**src/rtl/forwarding_unit_pkg.sv**
```systemverilog
// forwarding_unit_pkg
// Shared definitions for the operand forwarding unit: register-number width
// and the 2-bit ALU operand select codes.
package forwarding_unit_pkg;

    // Width of an architectural register number (32 registers)
    localparam int REG_W = 5;

    // ALU operand select codes
    localparam logic [1:0] SEL_IMM = 2'b00;  // shamt (A) or immediate (B)
    localparam logic [1:0] SEL_MEM = 2'b01;  // MEM-stage result
    localparam logic [1:0] SEL_EX  = 2'b10;  // EX-stage result
    localparam logic [1:0] SEL_RF  = 2'b11;  // register-file read value

endpackage

```
**src/rtl/forwarding_unit_fwd_hit_cmp.sv**
```systemverilog
// fwd_hit_cmp
// Decides whether one ID-stage source register is being written by the
// instruction currently in EX and/or in MEM.
//   src_i      : source register number
//   ex_rw_i    : EX destination,  ex_we_i  : EX write enable
//   mem_rw_i   : MEM destination, mem_we_i : MEM write enable
//   ex_hit_o   : EX stage produces src_i
//   mem_hit_o  : MEM stage produces src_i
module fwd_hit_cmp
    import forwarding_unit_pkg::*;
(
    input  logic [REG_W-1:0] src_i,
    input  logic [REG_W-1:0] ex_rw_i,
    input  logic [REG_W-1:0] mem_rw_i,
    input  logic             ex_we_i,
    input  logic             mem_we_i,
    output logic             ex_hit_o,
    output logic             mem_hit_o
);

    // Register 0 is hardwired to zero, so a write to it is never a producer.
    assign ex_hit_o  = ex_we_i  && (ex_rw_i  == src_i) && (ex_rw_i  != '0);
    assign mem_hit_o = mem_we_i && (mem_rw_i == src_i) && (mem_rw_i != '0);

endmodule

```
**src/rtl/forwarding_unit.sv**
```systemverilog
// forwarding_unit
// Operand forwarding control for a 5-stage pipeline. Produces combinational
// ALU operand selects and store-data forward selects for the ID-stage
// instruction, plus copies of the same four values registered into EX.
//   CLK, Reset_L            : clock (rising edge), async active-low reset
//   UseShamt / UseImmed     : A / B operand comes from shamt / immediate
//   ID_Rs, ID_Rt            : ID-stage source registers
//   EX_Rw, MEM_Rw           : EX / MEM destination registers
//   EX_RegWrite, MEM_RegWrite : EX / MEM write enables
//   AluOpCtrlA/B            : combinational operand selects
//   DataMemForwardCtrl_EX/MEM : combinational store-data selects
//   *_q                     : the four selects above, one cycle later
module forwarding_unit
    import forwarding_unit_pkg::*;
(
    input  logic             CLK,
    input  logic             Reset_L,
    input  logic             UseShamt,
    input  logic             UseImmed,
    input  logic [REG_W-1:0] ID_Rs,
    input  logic [REG_W-1:0] ID_Rt,
    input  logic [REG_W-1:0] EX_Rw,
    input  logic [REG_W-1:0] MEM_Rw,
    input  logic             EX_RegWrite,
    input  logic             MEM_RegWrite,
    output logic [1:0]       AluOpCtrlA,
    output logic [1:0]       AluOpCtrlB,
    output logic             DataMemForwardCtrl_EX,
    output logic             DataMemForwardCtrl_MEM,
    output logic [1:0]       AluOpCtrlA_q,
    output logic [1:0]       AluOpCtrlB_q,
    output logic             DataMemFwdEX_q,
    output logic             DataMemFwdMEM_q
);

    logic rs_ex_hit, rs_mem_hit;
    logic rt_ex_hit, rt_mem_hit;

    fwd_hit_cmp u_rs_cmp (
        .src_i    (ID_Rs),
        .ex_rw_i  (EX_Rw),
        .mem_rw_i (MEM_Rw),
        .ex_we_i  (EX_RegWrite),
        .mem_we_i (MEM_RegWrite),
        .ex_hit_o (rs_ex_hit),
        .mem_hit_o(rs_mem_hit)
    );

    fwd_hit_cmp u_rt_cmp (
        .src_i    (ID_Rt),
        .ex_rw_i  (EX_Rw),
        .mem_rw_i (MEM_Rw),
        .ex_we_i  (EX_RegWrite),
        .mem_we_i (MEM_RegWrite),
        .ex_hit_o (rt_ex_hit),
        .mem_hit_o(rt_mem_hit)
    );

    // Priority: shamt/immediate, then the younger EX result, then MEM.
    always_comb begin
        AluOpCtrlA = SEL_RF;
        if (UseShamt)        AluOpCtrlA = SEL_IMM;
        else if (rs_ex_hit)  AluOpCtrlA = SEL_EX;
        else if (rs_mem_hit) AluOpCtrlA = SEL_MEM;

        AluOpCtrlB = SEL_RF;
        if (UseImmed)        AluOpCtrlB = SEL_IMM;
        else if (rt_ex_hit)  AluOpCtrlB = SEL_EX;
        else if (rt_mem_hit) AluOpCtrlB = SEL_MEM;
    end

    // Store data always comes through Rt, even when B takes the immediate.
    // The naming pairs each control with the downstream stage that consumes
    // it, so an EX hit raises the _MEM control and vice versa.
    assign DataMemForwardCtrl_MEM = rt_ex_hit;
    assign DataMemForwardCtrl_EX  = rt_mem_hit && !rt_ex_hit;

    // ID -> EX stage registers
    always_ff @(posedge CLK or negedge Reset_L) begin
        if (!Reset_L) begin
            AluOpCtrlA_q    <= SEL_RF;
            AluOpCtrlB_q    <= SEL_RF;
            DataMemFwdEX_q  <= 1'b0;
            DataMemFwdMEM_q <= 1'b0;
        end else begin
            AluOpCtrlA_q    <= AluOpCtrlA;
            AluOpCtrlB_q    <= AluOpCtrlB;
            DataMemFwdEX_q  <= DataMemForwardCtrl_EX;
            DataMemFwdMEM_q <= DataMemForwardCtrl_MEM;
        end
    end

endmodule

```
**config.mk**
```make
export PLATFORM = sky130hd
export DESIGN_NAME = forwarding_unit
export DESIGN_NICKNAME = d
export VERILOG_FILES = /design/src/rtl/forwarding_unit_pkg.sv /design/src/rtl/forwarding_unit_fwd_hit_cmp.sv /design/src/rtl/forwarding_unit.sv
export SDC_FILE = /design/constraint.sdc
export NUM_CORES = 1
export LEC_CHECK = 0
export CAP_MARGIN = 20
export CORE_MARGIN = 4
export CORE_UTILIZATION = 28
export DETAILED_ROUTE_END_ITERATION = 8
export PLACE_DENSITY = 0.74
export SLEW_MARGIN = 40
export SYNTH_ARGS = -nofsm -noshare
export SYNTH_HDL_FRONTEND = slang
export SYNTH_SLANG_ARGS = --single-unit
```
**constraint.sdc**
```tcl
create_clock -name CLK -period 1.6 [get_ports CLK]
set_clock_uncertainty 0.05 [all_clocks]
set_input_delay 0.32 -clock CLK [delete_from_list [all_inputs] [get_ports CLK]]
set_output_delay 0.32 -clock CLK [all_outputs]
set_load 0.02 [all_outputs]
```
==> metrics.txt, run 1 <==
status=complete, but fails checks; failing checks=negative setup slack; Max Clk Rate=512.2 MHz; multi-input logic area=404.1 sq um; Main synth FF type=dfstp_2; setup violators final=6; Die Y=48.22 microns; TritonCTS Buffers=3; Clock Pin Slew Worst Setup and Hold Paths=0.04 ns; async set-reset flop share out of synthesis=1.000; CTS tree=yes; fin. max-slew vios=0; DRC Markers=0; overall power=569.3 uW; number of synthesized flops with an enable pin=0; CP startpoint kind=input pin; Worst Path Arrival=1.58 ns; post-place setup slack=-1.221 ns; Max VDD drop=0.2363 mV; num ports=38; crit path time final=1.952 ns; H-tree depth=1; Final TNS setup=-1.662 ns; Syn Area/Cell=10.53 sq um; PortBufs=37; Hold/Removal Path Class=in -> async; CTS Hold Bufs=0; largest net degree at the start of global routing=7; Required @ worst endpoint=1.23 ns; post-synth cell types=15; Finished Layout Cells=121; Tightest Pin Transition=0.3927 ns; FF/Latch Area=155.1 sq um; CP Class=in -> out; flop and latch count out of synthesis=6; worst setup margin=-0.3525 ns; Total Routing Usage GR=0.1590; drt pass-1 iters=4; share of the synthesized area in the top cell type=0.2320; Placed Cells=113; top post-synthesis cells by area=dfstp_2 (23%), xnor2_1 (23%), xor2_1 (15%); Core Footprint=1524 sq um; Post-Syn Area=452.9 sq um; Area Growth Syn to Fin=141.4%; final instance area=1094 sq um; Pwr per Cell Area=520.6 nW/um^2; Placed Area=1010 sq um; Final Util=0.7176; final hold violation count=0; GPL Wtd Cong=0.6797; nets=132; Synth area leader=dfstp_2; Routed WL=1.757 mm; DR vias=573; hold_ws=0.2487 ns; # clock sinks=6; cell row count=14; initial core utilization=0.2972; Diodes inserted=0; Clock Tree Buf Depth=2; leak pwr=0.5009 nW; Root Buffer=clkbuf_4; Routed Antenna Nets=0; die area=2325 sq um; max_cap viols=0; filler cell count=135; die width=48.22 microns; drt via density=4.736; Tcrit/Tclk final=1.220; fraction of layout instances using a drive strength above 1=0.6571; vias in the first global route=566; yosys warns=0; Synth Net Count=69; Max Fanout on Critical Path=5; Slew HR=0.7363; HPWL after DPL=1.433 mm; initial antenna violation count=0; RSZ-0062 raised after global routing=yes; wire length per cell=14.52 microns; GRT overflow=0; 1st-iter DRT viols=4; Mapped Cells=43; Crit. End Element=primary output; register area share after synthesis=0.3425; first-pass GRT wire length=2.421 mm
layout make-up:
| type | count | area share |
|---|---|---|
| timing repair buffer | 58 | 0.4462 |
| multi-input combinational | 37 | 0.3696 |
| sequential | 6 | 0.1419 |
| clock buffer | 4 | 0.02403 |
| tap | 16 | 0.01831 |
synth_stat cells, types with 2 or more instances:
library cell	instances
dfrtp_1	2
dfstp_2	4
nand3_1	4
nor2_1	2
or4_1	3
xnor2_1	12
xor2_1	8
registers in the layout (all words and copies together), names as in the netlist:
signal / cells
AluOpCtrlA_q: 2
AluOpCtrlB_q: 2
DataMemFwdEX_q: 1
DataMemFwdMEM_q: 1
how the worst max path moves through the flow:
stage,from,slack (ns),to
2_1_floorplan,EX_Rw[3],-0.16,AluOpCtrlA[0]
3_3_place_gp,MEM_Rw[1],-1.20,AluOpCtrlB[1]
3_5_place_dp,MEM_Rw[1],-1.22,AluOpCtrlB[1]
4_1_cts,EX_Rw[1],-0.37,AluOpCtrlB[1]
5_1_grt,EX_Rw[1],-0.39,AluOpCtrlB[1]
6_report,EX_Rw[1],-0.35,AluOpCtrlB[1]
where the power goes:
group	internal [mW]	switching [mW]
registers	0.163	0.00149
logic	0.143	0.109
clock network	0.0946	0.0573
total	0.401	0.168
repair_timing:
action,in CTS,in global routing
setup buffers,2,2
pin swaps,18,6
setup endpoints to repair,14,6
cloned,0,0
resized for setup,130,10
critical path, stage by stage:
cell     delay [ns]
buf_8          0.10
or4_4          0.53
o21ai_4        0.17
nor4_4         0.09
o21ba_4        0.24
buf_6          0.13
cell usage in the layout, fill, tap and decap left out, types with 2 or more instances in the layout:
| cell type | n |
|---|---|
| buf_2 | 10 |
| buf_4 | 22 |
| buf_6 | 12 |
| clkbuf_4 | 3 |
| clkdlybuf4s15_1 | 2 |
| clkdlybuf4s50_1 | 5 |
| dfrtp_1 | 2 |
| dfstp_2 | 4 |
| dlygate4sd2_1 | 6 |
| nand3_1 | 4 |
| nor2_2 | 2 |
| nor4_4 | 2 |
| o21ai_4 | 2 |
| or4_4 | 4 |
| xnor2_1 | 9 |
| xnor2_2 | 3 |
| xor2_1 | 7 |
kinds of logic after synthesis:
group,count (synthesis),synth area share
flip-flops,6,0.3425
AO/OA/AOI/OAI,4,0.06352
AND/OR/NAND/NOR,13,0.2072
XOR/XNOR,20,0.3867
metal layers:
metal | part of all wire | global-route usage
met5 | 0 | 0
met4 | 0.015 | 0.09677
met3 | 0.098 | 0.02214
met2 | 0.58 | 0.3307
met1 | 0.31 | 0.1350
Power figures use the tool's default switching activity.
==> run 2: changes to the inputs <==
Settings changed: TNS_END_PERCENT set to 10.
==> run 2 against run 1 <==
  * The flow still finishes with violations (negative setup slack)
  * Clock-buffer cell count fell by 1
  * Utilization fell by 5.5 points
  * First-iteration DRC count fell by 25%
  * Final cell count fell by 3.3%
  * Critical path type unchanged
  * Highest routed layer unchanged
  * Global-route usage fell by 0.69 points
  * Sequential share of layout area rose by 1.2 points
  * Critical endpoint unchanged
  * Total power fell by 7.5%
  * Hold slack improved by 0.021 ns
==> metrics.txt, run 2 (synthesis results as in run 1) <==
status=complete, but fails checks; failing checks=negative setup slack; Diodes inserted=0; critical-path cell list=buf_8 -> or4_4 -> o21ai_4 -> nor4_4 -> o21ba_4 -> buf_6; wire length per cell=12.87 microns; Clock Pin Slew Worst Setup and Hold Paths=0.05 ns; vias in the first global route=582; Routed Antenna Nets=0; uppermost layer routed=met4; Worst Path Arrival=1.59 ns; max_cap viols=0; die area=2325 sq um; Placed Cells=113; fraction of layout instances using a drive strength above 1=0.6040; crit path time final=1.959 ns; final hold violation count=0; overall power=526.7 uW; Max Fanout on Critical Path=5; Total Routing Usage GR=0.1522; Area Growth Syn to Fin=122.9%; most frequent cells in the layout=buf_4 (20), buf_2 (12), xnor2_1 (10), xor2_1 (8); met2 routed WL=837 microns; CTS tree=yes; num ports=38; die width=48.22 microns; 1st-iter DRT viols=3; Core Footprint=1524 sq um; fin. max-slew vios=0; Max Clk Rate=510.4 MHz; filler cell count=150; largest net degree at the start of global routing=7; # clock sinks=6; Top Registers=AluOpCtrlA_q: 2 flops, AluOpCtrlB_q: 2 flops; DRC Markers=0; DR vias=545; CP startpoint kind=input pin; Finished Layout Cells=117; PortBufs=37; Pwr per Cell Area=521.6 nW/um^2; routed length on met3=153 microns; Root Buffer=clkbuf_4; drt via density=4.658; critical path depth=6; Tcrit/Tclk final=1.225; Slew HR=0.7421; CP max-delay cell=or4_4; Crit. End Element=primary output; cell row count=14; Setup crit start=EX_Rw[4]; CP max stage delay=0.53 ns; H-tree depth=1; worst setup margin=-0.3594 ns; Clock Tree Buf Depth=2; Routed WL=1.506 mm; setup violators final=6; most common cell after layout, fill and taps aside=buf_4; leak pwr=0.4657 nW; Worst setup endpoint=AluOpCtrlB[1]; Metal-1 WL=508 microns; Final TNS setup=-1.891 ns; first-pass GRT wire length=2.456 mm; Tightest Pin Transition=0.3840 ns; Hold/Removal Path Class=in -> async; CP Class=in -> out; Max VDD drop=0.2180 mV; GPL Wtd Cong=0.7285; nets=129; initial antenna violation count=0; GRT overflow=0; CP top delay family=simple AND/OR/NAND/NOR gates; WP buf/inv=2; initial core utilization=0.2972; Required @ worst endpoint=1.23 ns; TritonCTS Buffers=3; RSZ-0062 raised after global routing=yes; drt pass-1 iters=3; HPWL after DPL=1.318 mm; Die Y=48.22 microns
run 2: worst min-delay path by stage:
stage	from	cells after the start	endpoint	slack [ns]
6_report	Reset_L	1	DataMemFwdEX_q	0.27
5_1_grt	Reset_L	1	DataMemFwdMEM_q	0.30
4_1_cts	Reset_L	1	DataMemFwdEX_q	0.27
3_5_place_dp	Reset_L	1	DataMemFwdMEM_q	0.52
3_3_place_gp	Reset_L	1	DataMemFwdMEM_q	0.51
2_1_floorplan	Reset_L	0	DataMemFwdEX_q	-0.03
run 2: report_power, final:
group	switching [mW]	leakage, nW	internal (mW)
logic	0.0973	0.382	0.128
registers	0.00143	0.0699	0.163
clock network	0.0515	0.0138	0.0846
run 2: area by class of cell:
cell class / instances / area, sq um / area share
Tap cell: 16 / 20.02 / 0.01983
Clock buffer: 3 / 22.52 / 0.02230
Sequential cell: 6 / 155.1 / 0.1537
Timing Repair Buffer: 55 / 445.4 / 0.4411
Multi-Input combinational cell: 37 / 366.6 / 0.3631
run 2: repair_timing:
item                                    CTS  global route
endpoints found under the setup margin   15             6
hold buffers                              0             0
pin swaps                                15             0
gates resized for setup                 121             2
setup buffers                             1             0
run 2: metrics by stage:
step / hold WS (ns) / util / setup slack [ns] / instance area [sq um]
after floorplan: -0.02559 / - / -0.1555 / 491.7
after global placement: 0.5135 / 0.6626 / -1.198 / 1010
after detailed placement: 0.5234 / 0.6626 / -1.217 / 1010
after CTS: 0.2673 / 0.6593 / -0.3625 / 1005
after global routing: 0.2957 / 0.6626 / -0.4096 / 1010
final: 0.2700 / 0.6626 / -0.3594 / 1010
run 2: per-layer routing:
metal | up-vias | GRT usage
li1 | 267 | -
met1 | 249 | 0.1545
met2 | 27 | 0.3073
met3 | 2 | 0.01107
met4 | 0 | 0.06452
met5 | - | 0
